--- src/rtl/if_fetch_stage.sv ---
// Instruction-fetch stage of the 5-stage MIPS pipeline.
// Owns PCF, runs the req/ack handshake with instruction memory, holds the
// IF/ID register, and applies branch redirects and hazard stalls.
// Optional halt detection is built when IF_HALT_DET_EN is defined;
// otherwise halted is tied low and HALT_WORD is ordinary data.
module if_fetch_stage #(
    parameter logic [31:0] RESET_PC   = 32'h0000_0000,
    parameter logic [31:0] HALT_WORD  = 32'hFFFF_FFFF,
    parameter int unsigned HALT_COUNT = 5
) (
    input  logic        clk,
    input  logic        reset,
    input  logic        StallF,
    input  logic        StallD,
    input  logic        PCSrcD,
    input  logic [31:0] PCBranchD,
    output logic        imem_req,
    output logic [31:0] imem_addr,
    input  logic        imem_ack,
    input  logic [31:0] imem_rdata,
    output logic [31:0] cmd,
    output logic [31:0] PCPlusFourD,
    output logic        InstrValidD,
    output logic        halted
);

    typedef enum logic [0:0] {
        FETCH = 1'b0,
        HOLD  = 1'b1
    } state_t;

    state_t      state;
    logic [31:0] pcf;
    logic [31:0] pc_plus4;
    logic [31:0] hold_word;
    logic [31:0] hold_pc4;
    logic        redirect_pend;
    logic [31:0] redirect_tgt;
    logic        stall;
    logic        ack;

    if (HALT_COUNT < 1) begin : g_bad_halt_count
        $error("HALT_COUNT must be at least 1");
    end

    assign stall     = StallF | StallD;
    assign pc_plus4  = pcf + 32'd4;
    assign imem_addr = pcf;
    // Request only while fetching; suppressed during reset and after halt.
    assign imem_req  = (state == FETCH) & ~halted & ~reset;
    assign ack       = imem_ack & imem_req;

`ifdef IF_HALT_DET_EN
    localparam int unsigned HCW = (HALT_COUNT < 2) ? 1 : $clog2(HALT_COUNT + 1);

    logic [HCW-1:0] halt_cnt;
    logic           halted_q;
    logic           accept;
    logic [31:0]    accept_word;

    // Identify a word being written into IF/ID this cycle (from memory or hold buffer).
    always_comb begin
        accept      = 1'b0;
        accept_word = hold_word;
        if (!halted_q) begin
            if (state == FETCH) begin
                if (ack && !redirect_pend && !PCSrcD && !stall) begin
                    accept      = 1'b1;
                    accept_word = imem_rdata;
                end
            end else if (!stall && !PCSrcD) begin
                accept = 1'b1;
            end
        end
    end

    // Count consecutive accepted HALT_WORDs; stop fetching for good at HALT_COUNT.
    always_ff @(posedge clk or posedge reset) begin
        if (reset) begin
            halt_cnt <= '0;
            halted_q <= 1'b0;
        end else if (accept) begin
            if (accept_word == HALT_WORD) begin
                halt_cnt <= halt_cnt + 1'b1;
                if (halt_cnt == HCW'(HALT_COUNT - 1))
                    halted_q <= 1'b1;
            end else begin
                halt_cnt <= '0;
            end
        end
    end

    assign halted = halted_q;
`else
    assign halted = 1'b0;
`endif

    // Fetch FSM: PC update, hold buffer, redirect tracking and the IF/ID register.
    always_ff @(posedge clk or posedge reset) begin
        if (reset) begin
            state         <= FETCH;
            pcf           <= RESET_PC;
            cmd           <= '0;
            PCPlusFourD   <= '0;
            InstrValidD   <= 1'b0;
            hold_word     <= '0;
            hold_pc4      <= '0;
            redirect_pend <= 1'b0;
            redirect_tgt  <= '0;
        end else if (halted) begin
            cmd         <= '0;
            InstrValidD <= 1'b0;
        end else begin
            case (state)
                FETCH: begin
                    if (!ack) begin
                        if (!StallD) begin
                            cmd         <= '0;
                            InstrValidD <= 1'b0;
                        end
                        // Address must stay stable until ack, so remember the target.
                        if (PCSrcD && !StallD && !redirect_pend) begin
                            redirect_pend <= 1'b1;
                            redirect_tgt  <= PCBranchD;
                        end
                    end else if (redirect_pend) begin
                        // Word belongs to the squashed path: drop it and jump.
                        pcf           <= redirect_tgt;
                        redirect_pend <= 1'b0;
                        if (!StallD) begin
                            cmd         <= '0;
                            InstrValidD <= 1'b0;
                        end
                    end else if (PCSrcD && !StallD) begin
                        pcf         <= PCBranchD;
                        cmd         <= '0;
                        InstrValidD <= 1'b0;
                    end else if (!stall) begin
                        cmd         <= imem_rdata;
                        PCPlusFourD <= pc_plus4;
                        InstrValidD <= 1'b1;
                        pcf         <= pc_plus4;
                    end else begin
                        hold_word <= imem_rdata;
                        hold_pc4  <= pc_plus4;
                        state     <= HOLD;
                        if (!StallD) begin
                            cmd         <= '0;
                            InstrValidD <= 1'b0;
                        end
                    end
                end
                HOLD: begin
                    if (PCSrcD && !StallD) begin
                        pcf         <= PCBranchD;
                        cmd         <= '0;
                        InstrValidD <= 1'b0;
                        state       <= FETCH;
                    end else if (!stall) begin
                        cmd         <= hold_word;
                        PCPlusFourD <= hold_pc4;
                        InstrValidD <= 1'b1;
                        pcf         <= hold_pc4;
                        state       <= FETCH;
                    end
                end
                default: state <= FETCH;
            endcase
        end
    end

endmodule

--- config.mk ---
export PLATFORM = sky130hd
export DESIGN_NAME = if_fetch_stage
export DESIGN_NICKNAME = d
export VERILOG_FILES = /design/src/rtl/if_fetch_stage.sv
export SDC_FILE = /design/constraint.sdc
export NUM_CORES = 1
export LEC_CHECK = 0
export ABC_AREA = 1
export BUFFER_PORTS_ARGS = -buffer_cell sky130_fd_sc_hd__buf_2
export CAP_MARGIN = 30
export CORE_MARGIN = 5
export CORE_UTILIZATION = 57
export CTS_CLUSTER_DIAMETER = 120
export DETAILED_ROUTE_END_ITERATION = 8
export MAX_ROUTING_LAYER = met4
export PLACE_DENSITY = 0.8
export SYNTH_ARGS = -nofsm -noshare
export SYNTH_HDL_FRONTEND = slang
export SYNTH_SLANG_ARGS = --single-unit
--- constraint.sdc ---
create_clock -name clk -period 7.21 [get_ports clk]
set_input_delay 0.721 -clock clk [delete_from_list [all_inputs] [get_ports clk]]
set_output_delay 0.721 -clock clk [all_outputs]
set_load 0.005 [all_outputs]
### Word-level counts from Yosys, hierarchy flattened

Index checks and enable logic that the tools add are counted.

| cells by class | value |
|---|---|
| $add $sub $neg | 1 |
| reductions and logical operators | 10 |
| mux-type cells | 35 |
| bitwise logic cells | 8 |
| equality and inequality tests | 8 |

Operator list:

| operator | count |
|---|---|
| 32-bit two-way mux | 17 |
| 32-bit one-hot mux with 2 select lines | 3 |
| 32-bit by 3-bit adder with 32-bit output, second input constant | 1 |
| 1-bit two-way mux | 13 |
| 2-bit inequality test, second input constant | 6 |
| 3-bit AND reduction | 2 |
| 6-bit AND reduction | 1 |
| 1-bit NOT | 5 |
| 5-bit AND reduction | 1 |
| 4-bit by 3-bit inequality test with 1-bit output, second input constant | 1 |
| 1-bit one-hot mux with 2 select lines | 2 |
| 3-bit by 2-bit inequality test with 1-bit output, second input constant | 1 |
| 1-bit bitwise AND | 2 |
| 1-bit logical AND | 2 |
| 1-bit logical NOT | 2 |
| 2-bit AND reduction | 1 |
| 2-bit nonzero test | 1 |
| 1-bit bitwise OR | 1 |

| word-level totals | value |
|---|---|
| input bits | 70 |
| register bits after elaboration | 195 |

### Logic depth before layout (Yosys ltp)

| depth | value |
|---|---|
| depth in word-level cells | 6 |
| depth in mapped cells | 13 |
| gate-level depth less buffers | 12 |

### Worst setup path before layout

Ideal clock, no wire load.

| timing path | value |
|---|---|
| kind | input to register |
| start | input port StallD |
| end | register pcf[27], in the netlist imem_addr[27] |
| slack | 5,227 ps |
| arrival time | 1,864 ps |
| data required time | 7,091 ps |
| stages | 12 |
| library setup time | 119 ps |
| buffers on the path | 3 |
| path through | inv_2 -> nand2_1 -> inv_2 -> nor2_8 -> nand2_4 -> nand2_1 -> or2_1 -> buf_2 -> buf_6 -> buf_6 -> a21oi_2 -> a21oi_2 |

| between the ends | value |
|---|---|
| word-level cells in the longest chain between the ends | 6 |
| elaborated cells on any way between the ends | 11 |
| classes of those cells | eq/ne (2); mux (5); bitwise (1); reduce/logical (3) |

Ends and longest elaborated chain:

| item | line | text |
|---|---|---|
| start: declaration | 14 | `input logic StallD,` |
| 1-bit logical NOT | 134, 154 |  |
| 1-bit logical AND | 134, 154 |  |
| 32-bit two-way mux | 134 | `end else if (PCSrcD && !StallD) begin` |
| 32-bit two-way mux | 126 | `end else if (redirect_pend) begin` |
| 32-bit two-way mux | 116 | `if (!ack) begin` |
| 32-bit one-hot mux with 2 select lines | 114 | `case (state)` |
| end signal: assignment | 128 | `pcf <= redirect_tgt;` |
| end signal: assignment | 135 | `pcf <= PCBranchD;` |
| end signal: assignment | 142 | `pcf <= pc_plus4;` |
| end: declaration | 33 | `logic [31:0] pcf;` |

Several ways; a longest one is shown, not always the timed one. The select of a mux whose other input is x is not followed.
A chain may end at the register's enable or synchronous reset.

### Worst setup path in the final report

| timing path | value |
|---|---|
| start | input port StallD |
| end | register pcf[18], in the netlist imem_addr[18] |

The elaborated chain is that of the path after synthesis.

==> results.toml <==
[power]
p_sw_frac = 0.404
comb_power_share = 0.370
p_clk_frac = 0.212
powerDensity_nw_per_um2 = 384
p_seq_frac = 0.418
p_sw_mw = 1.84
ir_drop_v = 0.000209
power.internal_mw = 2.71
leakagePower_nw = 6.30

[critical_path]
end_kind = "register"
startpoint_type = "input port"
cp_max_fo = 35
critPathKind = "input port to register"
required_ps = 7530
cp.arrival_ps = 3890

[synth]
ys_warn_count = 0
synthSimpleGateAreaFrac = 0.225
async_reset_ff_frac = 1.00
synth-seq-cells = 195
ys.flop_type = "dfrtp_1"
synth-edff-count = 0
synthAdderAreaFrac = 0.00121
ys_types = 44
synth_nets = 1482
synthMuxAreaShare = 0.00326
ys_seq_area_frac = 0.471
syn-cell-area_um2 = 10400
synthCells = 1411
synth_compound_area_frac = 0.193
syn_area_per_cell_um2 = 7.34
synth_top_family_by_area = "simple AND/OR/NAND/NOR gates"
synth_xor_area_frac = 0.0127

[global_route]
use_met2 = 0.440
grt.busiest_layer = "met2"
grt_max_degree = 120
grt_usage = 0.286
grt_pass1_wl_mm = 46.5
antenna_found_initial = 3
grt_use_met3 = 0.0582
grt_overflow = 0
met1_usage = 0.390
grt_pass1_vias = 9204

[route]
vias_per_cell = 5.54
postRouteWirelength_mm = 28.6
drc_errors = 0
via_count = 9814
drt-initial-drc-count = 927
first_pass_iters = 5
wl_per_cell_um = 16.2
antenna_left = 0

[layout]
ff_latch_area_um2 = 4880
fill_cells = 1526
syn_to_final_growth_pct = 14.4
final_core_util = 0.661
nets = 1596
final_cell_mix = "401 x nand2_1, 194 x dfrtp_1, 173 x o21ai_0"
final_common_cell = "nand2_1"
multiInputGateArea_um2 = 4520
layout.cells.non_filler = 1770
drive_above_1_share = 0.159

[min_path]
min_path_type = "input port to async pin"

[clock_network]
clk_path_buf_depth = 2
clk-insertion-delay-late_ps = 440
ctsHtreeMaxLevel = 4
postCtsSetupBuffers = 0
clock_sinks = 195
cts_resized = 0
cts-root-buf = "clkbuf_16"
holdBufCountCts = 0
clk_pin_slew_ps = 80
tritoncts = "done"
numCtsBuffers = 17

[timing]
worst_hold_slack_ps = 436
tightestPinTransition_ps = 1040
hold_violations = 0
setup_violations = 0
tns_ps = 0
maxSlewHeadroom = 0.304
fmax_ghz = 0.280
period_share = 0.495
skew_ps = 12.7
period_needed_ps = 3570
rsz0062_at_grt = "false"
drv_slew = 0

[floorplanning]
fp.dieH_um = 145
io_pins = 169
rows = 49
initial_core_util = 0.578
dieArea_um2 = 21000
core_um2 = 17900
die_x_um = 145

[placed_design]
gp_congestion = 0.930
placedCellCount = 1735
dp_hpwl_mm = 19.0
port-buffer-count = 167

[run_status]
status = "complete, no violations"

[job]
cap_violations = 0
cells in the mapped netlist, types with 5 or more instances:
cell type  instances  area share
inv_2             13      0.0047
a21oi_1          141       0.068
inv_1            145       0.053
nand3_1           34       0.016
xor2_1            15       0.013
a22oi_1            8      0.0058
nand2_1          402        0.15
nor2_2             5      0.0030
buf_2             17      0.0082
clkbuf_1          48       0.017
o22ai_1            6      0.0036
o21ai_0          173       0.084
a21boi_1          16       0.012
dfrtp_1          195        0.47
buf_1             10      0.0036
and2_1             7      0.0042
a21oi_2            5      0.0042
a31oi_1            5      0.0030
nor2_1           120       0.044
per-layer routing:
metal	vias to the layer above	part of all wire
met4	0	0.023
met2	444	0.46
met1	4571	0.42
met5	-	0
met3	59	0.089
li1	4740	-
area by class of cell:
type | instances | area share
clock buffer | 17 | 0.0359
antenna | 3 | 0.000634
multi-input combinational | 975 | 0.381
timing repair buffer | 177 | 0.0807
sequential | 195 | 0.412
clock inverter | 15 | 0.0137
inverter | 159 | 0.0510
tap | 229 | 0.0242
critical path: stages:
cell and delay [ps]:
buf_2 470, inv_2 70, nand2_1 110, inv_2 70
nor2_8 330, nand2_4 340, nand2_1 180, or2_1 450
buf_4 460, inv_2 200, or2_2 310, a21boi_1 130
power groups by stage:
stage | logic [mW] | registers (mW) | clock network, mW
6_report | 1.68 | 1.90 | 0.964
5_1_grt | 1.93 | 1.96 | 1.02
4_1_cts | 1.69 | 1.89 | 0.970
3_5_place_dp | 1.67 | 1.90 | 0
3_3_place_gp | 1.61 | 1.90 | 0
2_1_floorplan | 1.14 | 1.85 | 0
flip-flops by register name (all words and copies together) (netlist names):
signal         cells
imem_addr         32
InstrValidD        1
cmd               32
hold_pc4          32
PCPlusFourD       32
state              1
redirect_tgt      32
redirect_pend      1
hold_word         32
path summary, 6_finish.rpt:
path                                  from         endpoint  slack (ps)  cells past startpoint
max                                 StallD    imem_addr[18]        3640                     12
min                                  reset    hold_word[28]         440                      2
max reg2reg                          state    imem_addr[18]        3730                      9
min reg2reg                PCPlusFourD[17]  PCPlusFourD[17]         480                      2
max in group asynchronous            reset     hold_pc4[23]        5530                      4
min in group clk           PCPlusFourD[17]  PCPlusFourD[17]         480                      2
cells by family after synthesis:
| group | Yosys count |
|---|---|
| AND/OR/NAND/NOR | 583 |
| AO/OA/AOI/OAI | 372 |
| buffers and inverters | 241 |
| flip-flops | 195 |
| XOR/XNOR | 15 |
| multiplexers | 3 |
| adder cells (fa/ha/maj) | 1 |
| other | 1 |
stage by stage:
stage	worst slack, ps	instance area [µm²]	power, mW
after floorplan	1180	10400	2.99
after global placement	3340	11200	3.50
after detailed placement	3230	11200	3.57
after CTS	3710	11800	4.55
after global routing	3450	11800	4.90
final	3640	11800	4.55
(Power assumes the default switching activity.)
